## config.mk

```make
export PLATFORM = sky130hd
export DESIGN_NAME = column_scheduler
export DESIGN_NICKNAME = d
export VERILOG_FILES = /design/src/rtl/column_scheduler_pkg.sv /design/src/rtl/column_scheduler_drop_tick_gen.sv /design/src/rtl/column_scheduler.sv
export SDC_FILE = /design/constraint.sdc
export NUM_CORES = 1
export LEC_CHECK = 0
export ABC_AREA = 1
export ABC_CLOCK_PERIOD_IN_PS = 3680
export CAP_MARGIN = 15
export CELL_PAD_IN_SITES_DETAIL_PLACEMENT = 1
export CELL_PAD_IN_SITES_GLOBAL_PLACEMENT = 1
export CORE_ASPECT_RATIO = 2
export CORE_MARGIN = 3
export CORE_UTILIZATION = 40
export DETAILED_ROUTE_END_ITERATION = 8
export GPL_TIMING_DRIVEN = 0
export PLACE_DENSITY = 0.85
export SLEW_MARGIN = 25
export SYNTH_ARGS = -nofsm -noshare
export SYNTH_HDL_FRONTEND = slang
export SYNTH_HIERARCHICAL = 1
export SYNTH_SLANG_ARGS = --single-unit
```

## constraint.sdc

```tcl
create_clock -name clock -period 3.68 [get_ports clock]
set_input_delay 0.368 -clock clock [delete_from_list [all_inputs] [get_ports clock]]
set_output_delay 0.368 -clock clock [all_outputs]
set_load 0.03 [all_outputs]
```

## src/rtl/column_scheduler_pkg.sv

```systemverilog
// Shared constants and helpers for the falling-letter column scheduler.
// Column index type, LFSR seed/taps and the level ceiling live here.
package column_scheduler_pkg;

    localparam int unsigned NUM_COLS  = 3;
    localparam logic [7:0]  LFSR_SEED = 8'hA5;
    localparam logic [7:0]  LFSR_TAPS = 8'hB8;
    localparam logic [3:0]  LEVEL_MAX = 4'd15;

    typedef logic [1:0] col_idx_t;

    function automatic col_idx_t next_col(input col_idx_t c);
        if (c >= col_idx_t'(NUM_COLS - 1)) begin
            return '0;
        end
        return c + col_idx_t'(1);
    endfunction

    // x^8+x^6+x^5+x^4+1; the all-zero lock-up state is escaped by reseeding
    function automatic logic [7:0] lfsr_next(input logic [7:0] v);
        if (v == 8'h00) begin
            return LFSR_SEED;
        end
        return {v[6:0], ^(v & LFSR_TAPS)};
    endfunction

endpackage

```

## src/rtl/column_scheduler_drop_tick_gen.sv

```systemverilog
// Fall-step timebase: derives the level from the score and paces the
// shared tick, with the period re-sampled only when the counter wraps.
module drop_tick_gen
    import column_scheduler_pkg::*;
#(
    parameter int unsigned BASE_PERIOD  = 25_000_000,
    parameter int unsigned PERIOD_DEC   = 2_000_000,
    parameter int unsigned MIN_PERIOD   = 5_000_000,
    parameter int unsigned LEVEL_POINTS = 8
) (
    input  logic       i_clk,
    input  logic       i_rst,
    input  logic       i_run,
    input  logic [7:0] i_score,
    output logic       o_tick,
    output logic [3:0] o_level
);

    logic [3:0]  r_level;
    logic [31:0] r_count;
    logic [31:0] r_period;

    logic [31:0] w_quot;
    logic [3:0]  w_level;
    logic        w_wrap;

    // Clamp before subtracting so deep levels cannot wrap below zero
    function automatic logic [31:0] period_for(input logic [3:0] lvl);
        logic [31:0] dec;
        dec = 32'(lvl) * PERIOD_DEC;
        if (BASE_PERIOD > MIN_PERIOD + dec) begin
            return BASE_PERIOD - dec;
        end
        return MIN_PERIOD;
    endfunction

    assign w_quot  = {24'd0, i_score} / LEVEL_POINTS;
    assign w_level = (w_quot > 32'(LEVEL_MAX)) ? LEVEL_MAX : w_quot[3:0];

    assign w_wrap  = (r_count == r_period - 32'd1);
    assign o_tick  = i_run & w_wrap;
    assign o_level = r_level;

    always_ff @(posedge i_clk) begin
        if (i_rst) begin
            r_level  <= '0;
            r_count  <= '0;
            r_period <= period_for(4'd0);
        end else begin
            r_level <= w_level;
            if (o_tick) begin
                r_count  <= '0;
                r_period <= period_for(r_level);
            end else if (i_run) begin
                r_count <= r_count + 32'd1;
            end
        end
    end

endmodule

```

## src/rtl/column_scheduler.sv

```systemverilog
// Column sequencer: turns the drop tick into per-column step pulses and
// round-robin spawns of LFSR letters into idle columns.
module column_scheduler
    import column_scheduler_pkg::*;
#(
    parameter int unsigned BASE_PERIOD  = 25_000_000,
    parameter int unsigned PERIOD_DEC   = 2_000_000,
    parameter int unsigned MIN_PERIOD   = 5_000_000,
    parameter int unsigned LEVEL_POINTS = 8,
    parameter int unsigned SPAWN_GAP    = 10
) (
    input  logic                clock,
    input  logic                reset_signal,
    input  logic                run,
    input  logic [7:0]          score,
    input  logic [NUM_COLS-1:0] col_active,
    output logic [NUM_COLS-1:0] step,
    output logic [NUM_COLS-1:0] spawn,
    output logic [7:0]          spawn_letter,
    output logic [3:0]          level
);

    localparam int unsigned GAP_W = $clog2(SPAWN_GAP + 1);
    localparam logic [GAP_W-1:0] GAP_MAX = GAP_W'(SPAWN_GAP);
    localparam logic [GAP_W-1:0] GAP_THR = GAP_W'(SPAWN_GAP - 1);

    logic [NUM_COLS-1:0] r_step;
    logic [NUM_COLS-1:0] r_spawn;
    logic [7:0]          r_letter;
    logic [7:0]          r_lfsr;
    logic [GAP_W-1:0]    r_gap;
    col_idx_t            r_ptr;

    logic                w_tick;
    logic [3:0]          w_level;
    logic                w_found;
    col_idx_t            w_sel;
    col_idx_t            w_cand;
    logic                w_gap_ok;
    logic                w_spawn_en;
    logic [NUM_COLS-1:0] w_spawn_vec;

    drop_tick_gen #(
        .BASE_PERIOD  (BASE_PERIOD),
        .PERIOD_DEC   (PERIOD_DEC),
        .MIN_PERIOD   (MIN_PERIOD),
        .LEVEL_POINTS (LEVEL_POINTS)
    ) u_tick (
        .i_clk   (clock),
        .i_rst   (reset_signal),
        .i_run   (run),
        .i_score (score),
        .o_tick  (w_tick),
        .o_level (w_level)
    );

    // First idle column after the last one spawned, wrapping round
    always_comb begin
        w_found = 1'b0;
        w_sel   = '0;
        w_cand  = next_col(r_ptr);
        for (int k = 0; k < int'(NUM_COLS); k++) begin
            if (!w_found && !col_active[w_cand]) begin
                w_found = 1'b1;
                w_sel   = w_cand;
            end
            w_cand = next_col(w_cand);
        end
    end

    // The tick being decided counts toward the gap, so a spawn is allowed
    // on the SPAWN_GAP-th tick after the previous one
    assign w_gap_ok    = (r_gap >= GAP_THR);
    assign w_spawn_en  = w_tick & w_gap_ok & w_found;
    assign w_spawn_vec = w_spawn_en ? (NUM_COLS'(1) << w_sel) : '0;

    always_ff @(posedge clock) begin
        if (reset_signal) begin
            r_step   <= '0;
            r_spawn  <= '0;
            r_letter <= '0;
            r_lfsr   <= LFSR_SEED;
            r_gap    <= GAP_MAX;
            r_ptr    <= col_idx_t'(NUM_COLS - 1);
        end else begin
            r_lfsr  <= lfsr_next(r_lfsr);
            r_step  <= '0;
            r_spawn <= '0;
            if (w_tick) begin
                r_step  <= col_active & ~w_spawn_vec;
                r_spawn <= w_spawn_vec;
                if (w_spawn_en) begin
                    r_letter <= r_lfsr;
                    r_ptr    <= w_sel;
                    r_gap    <= '0;
                end else if (r_gap < GAP_MAX) begin
                    r_gap <= r_gap + GAP_W'(1);
                end
            end
        end
    end

    assign step         = r_step;
    assign spawn        = r_spawn;
    assign spawn_letter = r_letter;
    assign level        = w_level;

endmodule

```

==> results of run 1 <==
[worst max-delay path: cells and delay by family, from the launching register on]
kind	cells	cell delay [ns]
adders and majority gates	3	1.34
buffers and inverters	5	0.47
DFF	1	0.37
and+or+nand+nor	12	1.27
[power groups by stage]
stage                     registers, mW  logic [mW]  clock network, mW
after floorplan                   0.950       0.453                  0
after global placement            0.951       0.593                  0
after detailed placement          0.951       0.610                  0
after CTS                         0.926       0.656              0.934
after global routing              0.928       0.814              0.981
final                             0.926       0.744              0.914
[path summary, 6_finish.rpt]
path	slack, ns	cells after the start	end
max	0.09	20	u_tick/r_period[24]
min	0.46	2	u_tick/r_period[8]
max reg2reg	0.09	20	u_tick/r_period[24]
min reg2reg	0.46	2	u_tick/r_period[8]
[synth_stat cells, drive strengths merged]
| master | number |
|---|---|
| buf | 10 |
| nor2 | 115 |
| o221a | 1 |
| nand2 | 206 |
| clkbuf | 4 |
| a21boi | 1 |
| a31oi | 1 |
| or2 | 8 |
| ha | 29 |
| or3 | 1 |
| a22oi | 1 |
| a21oi | 33 |
| fa | 5 |
| o21bai | 1 |
| nor3 | 30 |
| nand3b | 2 |
| o22ai | 1 |
| o211ai | 1 |
| inv | 122 |
| xor2 | 31 |
| o21ai | 29 |
| nor4 | 11 |
| a211oi | 1 |
| o2111ai | 1 |
| nor4b | 1 |
| dfxtp | 83 |
| nand4 | 24 |
| a41oi | 1 |
| xnor2 | 11 |
| nand3 | 77 |
| nor3b | 2 |
[per-stage QoR]
step	util (%)	TNS [ns]	worst slack [ns]
global route	48.6	-0.158	-0.0320
global placement	44.7	-6.48	-0.445
CTS	47.7	0	0.0339
detailed placement	44.7	-6.68	-0.443
floorplan	-	0	0.000222
finish	48.6	0	0.0948
[layer usage]
metal,routed length (microns),vias to the layer above
met1,5960,2839
met3,325,70
met4,1240,0
met2,10800,112
met5,0,-
li1,-,2817
[repair_timing]
action	4_1_cts	5_1_grt
pin swaps	2	10
resized for setup	16	9
buffers inserted	6	6
hold buffers	0	0
gates cloned	0	2
setup endpoints to repair	19	19
hold endpoints to repair	0	0
[logic make-up (layout without fill, tap and decap cells)]
| group | count (synthesis) | count (layout) |
|---|---|---|
| adders and majority gates | 34 | 34 |
| buffers and inverters | 136 | 193 |
| xor gates and xnor gates | 42 | 42 |
| DFF | 83 | 83 |
| and+or+nand+nor | 477 | 478 |
| AOI/OAI and AO/OA | 72 | 72 |
[registers in the layout (all words and copies together) (netlist names)]
| signal | count |
|---|---|
| spawn | 3 |
| spawn_letter | 8 |
| u_tick/o_level | 4 |
| step | 3 |
| r_lfsr | 8 |
| r_gap | 4 |
| r_ptr | 2 |
| u_tick/r_count | 32 |
| u_tick/r_period | 19 |
[final cells by class]
class	count	area, sq um
Clock buffer	9	225
Fill cell	1846	7190
Timing Repair Buffer	41	408
Inverter	122	468
Tap cell	189	236
Multi-Input combinational cell	626	3580
Clock inverter	7	81.3
Sequential cell	83	1670
Buffer	14	111
[layout by cell type, fill, tap and decap left out, types with 5 or more instances in the layout]
cell type	count
sky130_fd_sc_hd__buf_2	5
sky130_fd_sc_hd__nor2_1	94
sky130_fd_sc_hd__nor2_2	20
sky130_fd_sc_hd__nor4_1	10
sky130_fd_sc_hd__inv_1	108
sky130_fd_sc_hd__dfxtp_1	79
sky130_fd_sc_hd__nor3_1	27
sky130_fd_sc_hd__ha_1	27
sky130_fd_sc_hd__xor2_1	30
sky130_fd_sc_hd__nand3_1	62
sky130_fd_sc_hd__a21oi_1	28
sky130_fd_sc_hd__buf_4	12
sky130_fd_sc_hd__nand3_2	15
sky130_fd_sc_hd__nand4_1	24
sky130_fd_sc_hd__clkbuf_16	10
sky130_fd_sc_hd__nand2_2	15
sky130_fd_sc_hd__o21ai_1	9
sky130_fd_sc_hd__inv_2	11
sky130_fd_sc_hd__or2_2	7
sky130_fd_sc_hd__nand2_1	189
sky130_fd_sc_hd__clkdlybuf4s50_1	28
sky130_fd_sc_hd__xnor2_1	11
sky130_fd_sc_hd__o21ai_0	19
sky130_fd_sc_hd__a21oi_2	5
==> impl_metrics.csv, run 1 <==
group,metric,value,unit
setup_path,slowest_stage,"sky130_fd_sc_hd__fa_1",
clock_network,clk_path_buf_depth,2,
floorplan,die_h,175,microns
setup_path,timing.critical_path.required,3.90,ns
final_layout,total_inserted_antenna_cells,0,
setup_path,start_kind,"flop",
setup_path,start_to_end_type_of_the_worst_setup_path,"flop to flop",
global_routing,grt_total_usage,22.9,%
placement,post-dp-hpwl,14100,microns
power_and_ir_drop,vdd_ir_drop_max,0.309,mV
min_path,holdCritStartpoint,"u_tick/r_period[8]",
clock_network,cts_tree,"yes",
power_and_ir_drop,switchingPower,0.914,mW
power_and_ir_drop,share_clk_of_total_power,35.4,%
setup_path,critical_path.startpoint,"u_tick/o_level[1]",
global_routing,busiest_layer_in_global_routing,"met2",
setup_path,timing.rr.start,"u_tick/o_level[1]",
logic_synthesis,post_synth_mux_area_share,0,%
routing,vias,5838,
timing,max_slew_violations,0,
flow_run,max_cap_viol_count,0,
global_routing,use_met3,2.93,%
timing,min_period_over_period,97.4,%
logic_synthesis,synth-simple-area-share,39.3,%
clock_network,cts_made_buffers,9,
clock_network,h-tree-depth,3,
global_routing,globalRouteMet1Util,19.8,%
logic_synthesis,synth-adder-area-share,8.09,%
power_and_ir_drop,power.share.combinational,28.8,%
power_and_ir_drop,power.sequential.fraction,35.8,%
logic_synthesis,ys_types,48,
final_layout,postLayoutCellArea,6780,sq um
logic_synthesis,ys_seq_elements,83,
clock_network,clk_pin_slew,0.07,ns
logic_synthesis,synthesis.area_per_instance,6.78,sq um
logic_synthesis,yosys_warnings,6,
global_routing,grt-ovfl-total,0,
floorplan,io-pin-count,32,
routing,via_per_instance_ratio,5.35,
routing,total_routed_length,18400,microns
floorplan,initial_utilization,41.0,%
setup_path,critical-path-top-cell-by-count,"sky130_fd_sc_hd__nand3_1",
global_routing,first_global_vias,6088,
clock_network,clk-insertion-delay-late,0.35,ns
clock_network,cts.sinks,83,
routing,drt-initial-drc-count,192,
logic_synthesis,synth_largest_area_cell,"sky130_fd_sc_hd__dfxtp_1",
floorplan,coreArea,14000,sq um
power_and_ir_drop,power.leakage,2.95,nW
min_path,hold_class,"flop to flop",
timing,finalWorstPathRequiredPeriod,3.59,ns
final_layout,drive_gt1_share,15.2,%
final_layout,synthToLayoutAreaGrowth,18.5,%
timing,hold_viol_final,0,
logic_synthesis,synth-compound-area-share,7.09,%
final_layout,layout.nets,945,
setup_path,worst_path_largest_cell_delay,0.54,ns
setup_path,data_arrival_critical_path,3.81,ns
timing,final-setup-viol-count,0,
power_and_ir_drop,finalPower,2.58,mW
routing,antenna_left,0,
setup_path,path_max_fanout,6,
clock_network,cts.root.buffer_cell,"sky130_fd_sc_hd__clkbuf_16",
setup_path,critical_path.endpoint_type,"flop",
placement,globalplace.congestion,0.858,
global_routing,global_route_wire_length_before_repair,28900,microns
logic_synthesis,synth_top_family_by_area,"simple AND/OR/NAND/NOR gates",
routing,drc_errors,0,
placement,dp.cells,1061,
floorplan,fp.dieW,90.6,microns
power_and_ir_drop,cellPowerDensity,381,nW/um^2
logic_synthesis,synth_nets,892,
timing,fin_worst_hold_slack,0.457,ns
power_and_ir_drop,internal_power,1.67,mW
power_and_ir_drop,swShare,35.4,%
logic_synthesis,register_area_share_after_synthesis,29.0,%
placement,place.port_buffers,28,
logic_synthesis,synth_area,5720,sq um
timing,max_slew_margin_vs_limit,50.4,%
final_layout,number_of_standard_cells_in_the_layout_taps_in_and_fillers_out,1091,
setup_path,crit_path_cell_chain,"buf_12 > fa_1 > inv_1 > fa_1 > inv_1 > ha_4 > inv_2 > nand2_2 > nand2_4 > nor3_4 > nand3_2 > nand3_1 > nand2_1 > nor2_1 > nand3_1 > nand2_2 > nand2_4 > buf_12 > nand2_1 > nand3_1",
logic_synthesis,netlist.area_leader.share,29.0,%
global_routing,grt_use_met2,46.3,%
timing,finalClockSkew,0.0127,ns
run_status,outcome,"finished clean",
global_routing,grt_max_degree,19,
floorplan,die-area,15900,sq um
logic_synthesis,synth_xor_xnor_area_share,6.43,%
timing,timing_limited_maximum_frequency,279,MHz
routing,firstDrtPassIters,4,
timing,max_slew.worst_pin.slew,0.738,ns
routing,drt_wl_cell,16.8,microns
placement,postPlaceCellArea,6240,sq um
logic_synthesis,netlist_top_cells_area,"sky130_fd_sc_hd__dfxtp_1 29%, sky130_fd_sc_hd__nand2_1 12%, sky130_fd_sc_hd__inv_1 7.3%",
logic_synthesis,post_synth_inst_count,844,
floorplan,std_cell_rows,61,
global_routing,initial_antenna_violation_count,0,
Power figures use the tool's default switching activity.
==> inputs of run 2 (changes only) <==
Settings changed: CELL_PAD_IN_SITES_GLOBAL_PLACEMENT 1 to 2, CORE_UTILIZATION 40 to 31, PLACE_DENSITY 0.85 to 0.84, SKIP_LAST_GASP set to 1.
==> impl_metrics.csv, run 2 (synthesis results as in run 1) <==
group,metric,value,unit
global_routing,grt_total_usage,18.7,%
timing,max_slew.worst_pin.slew,0.784,ns
clock_network,cts.sinks,83,
setup_path,start_kind,"flop",
min_path,min_path_cells,2,
clock_network,clk_path_buf_depth,2,
final_layout,final_core_util,38.3,%
placement,globalplace.congestion,0.948,
power_and_ir_drop,power.leakage,2.98,nW
routing,drt-initial-drc-count,167,
timing,max_slew_violations,0,
clock_network,cts.root.buffer_cell,"sky130_fd_sc_hd__clkbuf_16",
final_layout,drive_gt1_share,16.5,%
timing,hold_viol_final,0,
setup_path,worst-r2r-setup-slack,0.12,ns
clock_network,clk-insertion-delay-late,0.35,ns
power_and_ir_drop,vdd_ir_drop_max,0.252,mV
floorplan,coreArea,18000,sq um
final_layout,largest_register,"u_tick/r_count",
final_layout,layout.nets,952,
setup_path,timing.critical_path.required,3.96,ns
placement,place.port_buffers,28,
timing,max_slew_margin_vs_limit,47.3,%
flow_run,max_cap_viol_count,0,
setup_path,data_arrival_critical_path,3.84,ns
min_path,end_of_the_worst_hold_path,"u_tick/r_period[8]",
final_layout,reg.largest.list,"u_tick/r_count x32, u_tick/r_period x19",
routing,drt_wl_cell,16.5,microns
timing,setup_total_negative_slack,0,ns
setup_path,critical_path.endpoint_type,"flop",
timing,final-setup-viol-count,0,
clock_network,h-tree-depth,3,
timing,timing_limited_maximum_frequency,281,MHz
setup_path,slowest_stage,"sky130_fd_sc_hd__fa_1",
routing,via_per_instance_ratio,5.03,
routing,antenna_left,0,
setup_path,start_to_end_type_of_the_worst_setup_path,"flop to flop",
power_and_ir_drop,cellPowerDensity,385,nW/um^2
clock_network,hold_buffer_count_at_cts,0,
global_routing,grt_max_degree,19,
floorplan,die-area,20200,sq um
floorplan,fp.dieW,102,microns
timing,min_period_over_period,96.7,%
setup_path,crit_path_cell_chain,"buf_6 > fa_1 > inv_2 > fa_1 > inv_2 > ha_4 > inv_2 > nand2_2 > nand2_4 > nor3_4 > a21oi_2 > buf_4 > a21boi_2 > nor2_1 > nor2_2 > nor2_4 > nand2_4 > nand3_1 > o21ai_0",
global_routing,first_global_vias,5837,
min_path,hold_class,"flop to flop",
clock_network,clk_pin_slew,0.07,ns
global_routing,initial_antenna_violation_count,0,
setup_path,worst_path_largest_cell_delay,0.54,ns
routing,total_routed_length,18500,microns
final_layout,most_frequent_standard_cell_in_the_layout_excluding_fill_and_tap_cells,"sky130_fd_sc_hd__nand2_1",
setup_path,critical_path.reg2reg.endpoint,"u_tick/r_period[30]",
final_layout,synthToLayoutAreaGrowth,20.3,%
global_routing,global_route_wire_length_before_repair,29200,microns
floorplan,io-pin-count,32,
clock_network,cts_tree,"yes",
routing,drc_errors,0,
timing,finalWorstPathRequiredPeriod,3.56,ns
global_routing,grt-ovfl-total,0,
final_layout,number_of_flip_flops_in_the_largest_register,32,
min_path,holdCritStartpoint,"u_tick/r_period[8]",
timing,finalClockSkew,0.0107,ns
routing,vias,5649,
placement,post-dp-hpwl,14900,microns
floorplan,die_h,198,microns
floorplan,initial_utilization,31.9,%
setup_path,timing.rr.start,"u_tick/o_level[1]",
clock_network,cts_made_buffers,9,
setup_path,r2r_cells,19,
final_layout,total_inserted_antenna_cells,0,
setup_path,path_max_fanout,6,
timing,rsz0062_at_grt,"yes",
power_and_ir_drop,finalPower,2.65,mW
routing,firstDrtPassIters,4,
run_status,outcome,"finished clean",
final_layout,layout_common_cells,"187 x sky130_fd_sc_hd__nand2_1, 106 x sky130_fd_sc_hd__inv_1, 94 x sky130_fd_sc_hd__nor2_1",
floorplan,std_cell_rows,69,
setup_path,critical-path-top-cell-by-count,"sky130_fd_sc_hd__inv_2",
==> run 2: final cells by class <==
type / count / area (sq um)
timing repair buffer: 48 / 452
clock buffer: 9 / 225
tap: 213 / 267
multi-input combinational: 626 / 3610
clock inverter: 7 / 73.8
buffer: 14 / 114
sequential: 83 / 1670
inverter: 122 / 470
fill: 2281 / 11100
==> run 2: worst max-delay path, delay by kind of cell, from the launching register on <==
| kind | cells | cell delay [ns] |
|---|---|---|
| flip-flops | 1 | 0.36 |
| buffers and inverters | 5 | 0.42 |
| AND/OR/NAND/NOR | 8 | 0.95 |
| adder cells (fa/ha/maj) | 3 | 1.35 |
| AO/OA/AOI/OAI | 3 | 0.39 |
==> run 2: timing repair <==
action / CTS / global route
gates resized for setup: 14 / 23
endpoints found under the setup margin: 19 / 19
pin swaps: 1 / 15
cloned: 0 / 2
setup buffers: 6 / 13
==> run 2: metrics by stage <==
| step | hold WS (ns) | instance area (sq um) | instances | worst slack [ns] |
|---|---|---|---|---|
| finish | 0.458 | 6880 | 1122 | 0.122 |
| global route | 0.492 | 6880 | 1122 | -0.0506 |
| CTS | 0.463 | 6660 | 1107 | 0.0132 |
| detailed placement | 0.450 | 6270 | 1085 | -0.510 |
| global placement | 0.440 | 6270 | 1085 | -0.469 |
| floorplan | 0.418 | 5720 | 844 | 0.000222 |
==> run 2: power breakdown <==
part / total, mW / switching [mW] / internal (mW)
Clock: 0.935 / 0.450 / 0.486
Combinational: 0.791 / 0.477 / 0.314
Sequential: 0.925 / 0.0148 / 0.910
==> run 2: worst max path at each step <==
stage	slack, ns	endpoint	cells past startpoint	from
after floorplan	0.0002	u_tick/r_period[24]	17	u_tick/o_level[2]
after global placement	-0.47	u_tick/r_period[22]	16	u_tick/o_level[2]
after detailed placement	-0.51	u_tick/r_period[22]	19	u_tick/o_level[2]
after CTS	0.01	u_tick/r_period[23]	20	u_tick/o_level[1]
after global routing	-0.05	u_tick/r_period[30]	20	u_tick/o_level[1]
final	0.12	u_tick/r_period[30]	19	u_tick/o_level[1]
==> run 2: routing by layer <==
metal	global-route usage, %	wire length, microns
met4	9.64	965
met3	2.15	259
met5	0	0
met1	16.8	6320
met2	38.5	11000
